<file path="config.mk">
export PLATFORM = sky130hd
export DESIGN_NAME = uart_rx_oversampled
export DESIGN_NICKNAME = d
export VERILOG_FILES = /design/src/rtl/uart_rx_oversampled.sv
export SDC_FILE = /design/constraint.sdc
export NUM_CORES = 1
export LEC_CHECK = 0
export BUFFER_PORTS_ARGS = -buffer_cell sky130_fd_sc_hd__buf_2
export CORE_UTILIZATION = 52
export CTS_CLUSTER_SIZE = 10
export DETAILED_ROUTE_END_ITERATION = 8
export PLACE_DENSITY_LB_ADDON = 0.1
export SLEW_MARGIN = 10
export SYNTH_ARGS = -nofsm -noshare
export SYNTH_HDL_FRONTEND = slang
export SYNTH_SLANG_ARGS = --single-unit
</file>
<file path="constraint.sdc">
create_clock -name clk -period 1.7 [get_ports clk]
set_input_delay 0.255 -clock clk [delete_from_list [all_inputs] [get_ports clk]]
set_output_delay 0.255 -clock clk [all_outputs]
set_load 0.02 [all_outputs]
</file>
<file path="src/rtl/uart_rx_oversampled.sv">
// 16x oversampling 8N1 UART receiver feeding the input FIFO.
// Majority-votes each bit, rejects false starts and reports frame/overrun events.
module uart_rx_oversampled #(
   parameter logic [31:0] CLOCK_FREQUENCY = 32'd50_000_000,
   parameter logic [31:0] BAUD_RATE       = 32'd115200,
   parameter int          OVERSAMPLE      = 16
) (
   input  logic       clk,
   input  logic       rst,
   input  logic       din,
   input  logic       full,
   output logic [7:0] dout,
   output logic       we,
   output logic       frame_err,
   output logic       overrun,
   output logic       busy
);

   localparam logic [31:0] DIV      = CLOCK_FREQUENCY / (BAUD_RATE * 32'd16);
   localparam int          DIV_W    = (DIV > 32'd2) ? $clog2(DIV) : 1;
   localparam logic [DIV_W-1:0] DIV_LAST = DIV_W'(DIV - 32'd1);

   generate
      if (DIV < 32'd2) begin : g_div_check
         $fatal(1, "uart_rx_oversampled: CLOCK_FREQUENCY/(BAUD_RATE*16) must be at least 2");
      end
      if (OVERSAMPLE != 16) begin : g_os_check
         $fatal(1, "uart_rx_oversampled: only 16x oversampling is supported");
      end
   endgenerate

   typedef enum logic [1:0] {
      IDLE,
      START,
      DATA,
      STOP
   } state_t;

   state_t           state, state_next;
   logic             sync1, rx_s, rx_d;
   logic [DIV_W-1:0] div_cnt, div_next;
   logic             tick;
   logic [3:0]       s, s_next;
   logic [2:0]       b, b_next;
   logic [2:0]       smp, smp_next;
   logic [7:0]       shift, shift_next;
   logic [7:0]       dout_next;
   logic             we_next, fe_next, ov_next;
   logic             vote_stored, vote_stop;

   // Two-flop synchronizer plus one delay flop for falling-edge detection.
   always_ff @(posedge clk or negedge rst) begin
      if (!rst) begin
         sync1 <= 1'b1;
         rx_s  <= 1'b1;
         rx_d  <= 1'b1;
      end else begin
         sync1 <= din;
         rx_s  <= sync1;
         rx_d  <= rx_s;
      end
   end

   assign tick        = (div_cnt == DIV_LAST);
   assign vote_stored = (smp[0] & smp[1]) | (smp[0] & smp[2]) | (smp[1] & smp[2]);
   // The stop decision happens on the s=9 tick itself, so the third vote is the live sample.
   assign vote_stop   = (smp[0] & smp[1]) | (smp[0] & rx_s) | (smp[1] & rx_s);
   assign busy        = (state != IDLE);

   always_ff @(posedge clk or negedge rst) begin
      if (!rst) begin
         state     <= IDLE;
         div_cnt   <= '0;
         s         <= 4'd0;
         b         <= 3'd0;
         smp       <= 3'b111;
         shift     <= 8'h00;
         dout      <= 8'h00;
         we        <= 1'b0;
         frame_err <= 1'b0;
         overrun   <= 1'b0;
      end else begin
         state     <= state_next;
         div_cnt   <= div_next;
         s         <= s_next;
         b         <= b_next;
         smp       <= smp_next;
         shift     <= shift_next;
         dout      <= dout_next;
         we        <= we_next;
         frame_err <= fe_next;
         overrun   <= ov_next;
      end
   end

   always_comb begin
      state_next = state;
      div_next   = tick ? '0 : div_cnt + DIV_W'(1);
      s_next     = s;
      b_next     = b;
      smp_next   = smp;
      shift_next = shift;
      dout_next  = dout;
      we_next    = 1'b0;
      fe_next    = 1'b0;
      ov_next    = 1'b0;

      if (state != IDLE && tick) begin
         s_next = s + 4'd1;
         case (s)
            4'd7:    smp_next[0] = rx_s;
            4'd8:    smp_next[1] = rx_s;
            4'd9:    smp_next[2] = rx_s;
            default: ;
         endcase
      end

      case (state)
         IDLE: begin
            if (rx_d && !rx_s) begin
               state_next = START;
               div_next   = '0;
               s_next     = 4'd0;
               b_next     = 3'd0;
            end
         end
         START: begin
            if (tick && s == 4'd15) begin
               state_next = vote_stored ? IDLE : DATA;
            end
         end
         DATA: begin
            if (tick && s == 4'd15) begin
               shift_next = {vote_stored, shift[7:1]};
               b_next     = b + 3'd1;
               if (b == 3'd7) begin
                  state_next = STOP;
               end
            end
         end
         STOP: begin
            // Leave mid stop bit so the next start edge can be caught early.
            if (tick && s == 4'd9) begin
               state_next = IDLE;
               if (!vote_stop) begin
                  fe_next = 1'b1;
               end else if (full) begin
                  ov_next = 1'b1;
               end else begin
                  we_next   = 1'b1;
                  dout_next = shift;
               end
            end
         end
         default: state_next = IDLE;
      endcase
   end

endmodule

</file>
==> run_results.csv <==
group,metric,value,unit
outcome,outcome,"finished, violations left",
outcome,violations,"negative setup slack",
detailed_routing,drt_iter0_drc,38,
setup_path,cp_max_fo,8,
clock_network,h-tree-depth,2,
sta,final-setup-viol-count,8,
yosys,synth_top_cell_by_area,"dfrtp_1",
clock_network,clk_latency,0.35,ns
sta,finalCritPeriodShare,105,%
yosys,synth_top_area_share,48.1,%
detailed_routing,via_per_inst,5.20,
clock_network,cts_sinks,39,
finish,multi_input_area,776,sq um
flow_run,drv_cap,0,
finish,diodes,0,
setup_path,end_kind,"flip-flop",
setup_path,crit_arrival,2.02,ns
pwr,power_density,921,mW/mm^2
finish,drive_gt1_share,41.9,%
yosys,synthTopCellsByArea,"dfrtp_1, mux2_2, dfstp_2",
global_route,grt_max_degree,20,
place,place_hpwl,2190,um
setup_path,crit_type,"flip-flop to flip-flop",
finish,final_common_cell,"dfrtp_1",
sta,slew_viol_final,0,
detailed_routing,wl_per_cell,14.0,um
detailed_routing,drc,0,
die,row_count,20,
yosys,synthCells,135,
clock_network,clock_path_buffers,2,
clock_network,cts-root-buf,"clkbuf_4",
clock_network,cts_tree,"built",
global_route,grt_pass1_vias,1168,
global_route,antenna_found_initial,0,
global_route,grt_pass1_wl,5130,um
die,start_util,55.3,%
sta,slew_headroom,68.8,%
detailed_routing,drt_wl_total,3130,um
pwr,p_int,1.40,mW
yosys,avgSynthCellArea,12.7,sq um
yosys,ys_seq_area_share,57.3,%
pwr,switching_share,29.7,%
yosys,synth_edf_count,0,
clock_network,clkTransAtPathRegs,0.11,ns
detailed_routing,vias,1159,
finish,syn2layout_area_growth,25.7,%
sta,clock_skew,0.00552,ns
yosys,yosysUniqueCellTypes,32,
yosys,yosys_warnings,0,
detailed_routing,first_pass_iters,4,
global_route,grt_overflow_total,0,
place,globalplace.congestion,0.870,
setup_path,required,1.94,ns
setup_path,startpoint_type,"flip-flop",
sta,hold_viol,0,
pwr,finalPower,1.99,mW
pwr,net-switching-power,0.590,mW
yosys,async_reset_ff_share,100,%
worst_hold_path,hold_class,"primary input to flip-flop",
sta,grt_setup_unrepaired,"true",
yosys,syn-num-nets,146,
clock_network,cts_made_buffers,5,
die,num_io_pins,16,
die,fp.dieArea,0.00353,sq mm
finish,seqCellArea,983,sq um
pwr,p_comb_share,21.5,%
finish,fill_cells,238,
pwr,clockPowerShare,23.4,%
finish,final_cell_count_no_fill,223,
sta,setup_ws,-0.0769,ns
die,die-width,59.4,um
pwr,seqPwrFrac,55.1,%
global_route,grtUsageTotal,20.1,%
yosys,synth_ff_type,"dfrtp_1",
detailed_routing,final_antenna_net_count,0,
die,coreArea,0.00310,sq mm
pwr,ir_drop,0.516,mV
sta,fmax,563,MHz
yosys,syn_area,0.00172,sq mm
place,io_buffers,15,
pwr,power.leakage,1.08,nW
yosys,synth-seq-cells,39,
place,dp.cells,210,
sta,worst_pin_slew,0.463,ns
sta,fin_crit,1.78,ns
finish,layout_common_cells,"dfrtp_1, buf_4, mux2_4",
die,dieHeight,59.4,um
finish,fin_nets,189,
==> synth_stat cells (all sizes together) (2+ instances only) <==
cell type / number
xor2: 2
and3: 2
a21oi: 4
dfstp: 6
nand3b: 2
inv: 5
a21o: 2
o21ai: 4
nand2: 6
nand3: 6
ha: 7
nor2: 15
xnor2: 3
nor3: 4
mux2: 19
dfrtp: 33
==> critical path, cell delays in order (launching register included) <==
cell and delay [ns]:
dfrtp_1 0.40, inv_1 0.06, ha_2 0.17, and4b_2 0.27
nand4_4 0.10, nor3_4 0.21, buf_12 0.16, mux2_4 0.30
==> power by group through the flow <==
stage	Clock, mW	Sequential (mW)	Combinational [mW]
after detailed placement	0	1.11	0.420
after global placement	0	1.11	0.405
after CTS	0.476	1.10	0.431
after floorplan	0	1.11	0.239
final	0.465	1.10	0.428
after global routing	0.509	1.11	0.494
==> flip-flops by register name (all words and copies together) (netlist names), named ones only <==
signal     flops
div_cnt        5
shift          8
frame_err      1
overrun        1
we             1
state          1
s              4
dout           8
smp            3
sync1          1
rx_d           1
b              3
rx_s           1
==> layout make-up <==
class / count / area share (%)
tap: 44 / 2.55
clock buffer: 6 / 1.91
multi-input combinational: 90 / 36.0
timing repair buffer: 37 / 12.5
clock inverter: 2 / 0.580
sequential: 39 / 45.6
inverter: 5 / 0.870
==> metrics by stage <==
| stage | instance area (sq um) | setup slack (ns) | setup TNS [ns] | util, % | hold WS [ns] |
|---|---|---|---|---|---|
| final | 2160 | -0.0769 | -0.535 | 69.5 | 0.124 |
| after global routing | 2160 | -0.150 | -1.28 | 69.5 | 0.122 |
| after detailed placement | 1990 | -0.0888 | -0.585 | 64.2 | 0.210 |
| after global placement | 1990 | -0.0463 | -0.367 | 64.2 | 0.201 |
| after floorplan | 1720 | -0.0941 | -1.04 | - | -0.0406 |
| after CTS | 2100 | -0.100 | -0.733 | 67.8 | 0.119 |
==> final timing paths <==
kind | startpoint | slack [ns] | depth (start not counted) | endpoint
setup / recovery | div_cnt[0] | -0.08 | 7 | dout[5]
hold / removal | full | 0.12 | 2 | we
setup reg to reg | div_cnt[0] | -0.08 | 7 | dout[5]
hold reg to reg | sync1 | 0.36 | 0 | rx_s
max in group asynchronous | rst | 0.76 | 3 | rx_s
min in group asynchronous | rst | 0.36 | 2 | state[0]
==> cell families after synthesis <==
kind of cell / Yosys count / share of synthesized area [%]
muxes: 20 / 13.1
xor gates and xnor gates: 5 / 2.55
adders and majority gates: 8 / 5.69
and+or+nand+nor: 45 / 15.7
buffers and inverters: 6 / 1.53
AOI/OAI and AO/OA: 12 / 4.16
DFF: 39 / 57.3
==> routing by layer <==
| metal | vias to the layer above | wire, um | GRT usage [%] |
|---|---|---|---|
| li1 | 556 | - | - |
| met1 | 573 | 1450 | 24.9 |
| met2 | 22 | 1500 | 32.7 |
| met3 | 8 | 105 | 4.59 |
| met4 | 0 | 63 | 10.2 |
| met5 | - | 0 | 0 |
==> what timing repair did <==
action | 4_1_cts | 5_1_grt
buffers inserted | 1 | 2
pin swaps | 2 | 3
setup endpoints to repair | 9 | 19
resized for setup | 9 | 11
endpoints found under the hold margin | 15 | 0
hold buffers | 2 | 0
Note: power is estimated with default switching activity, not from simulation.
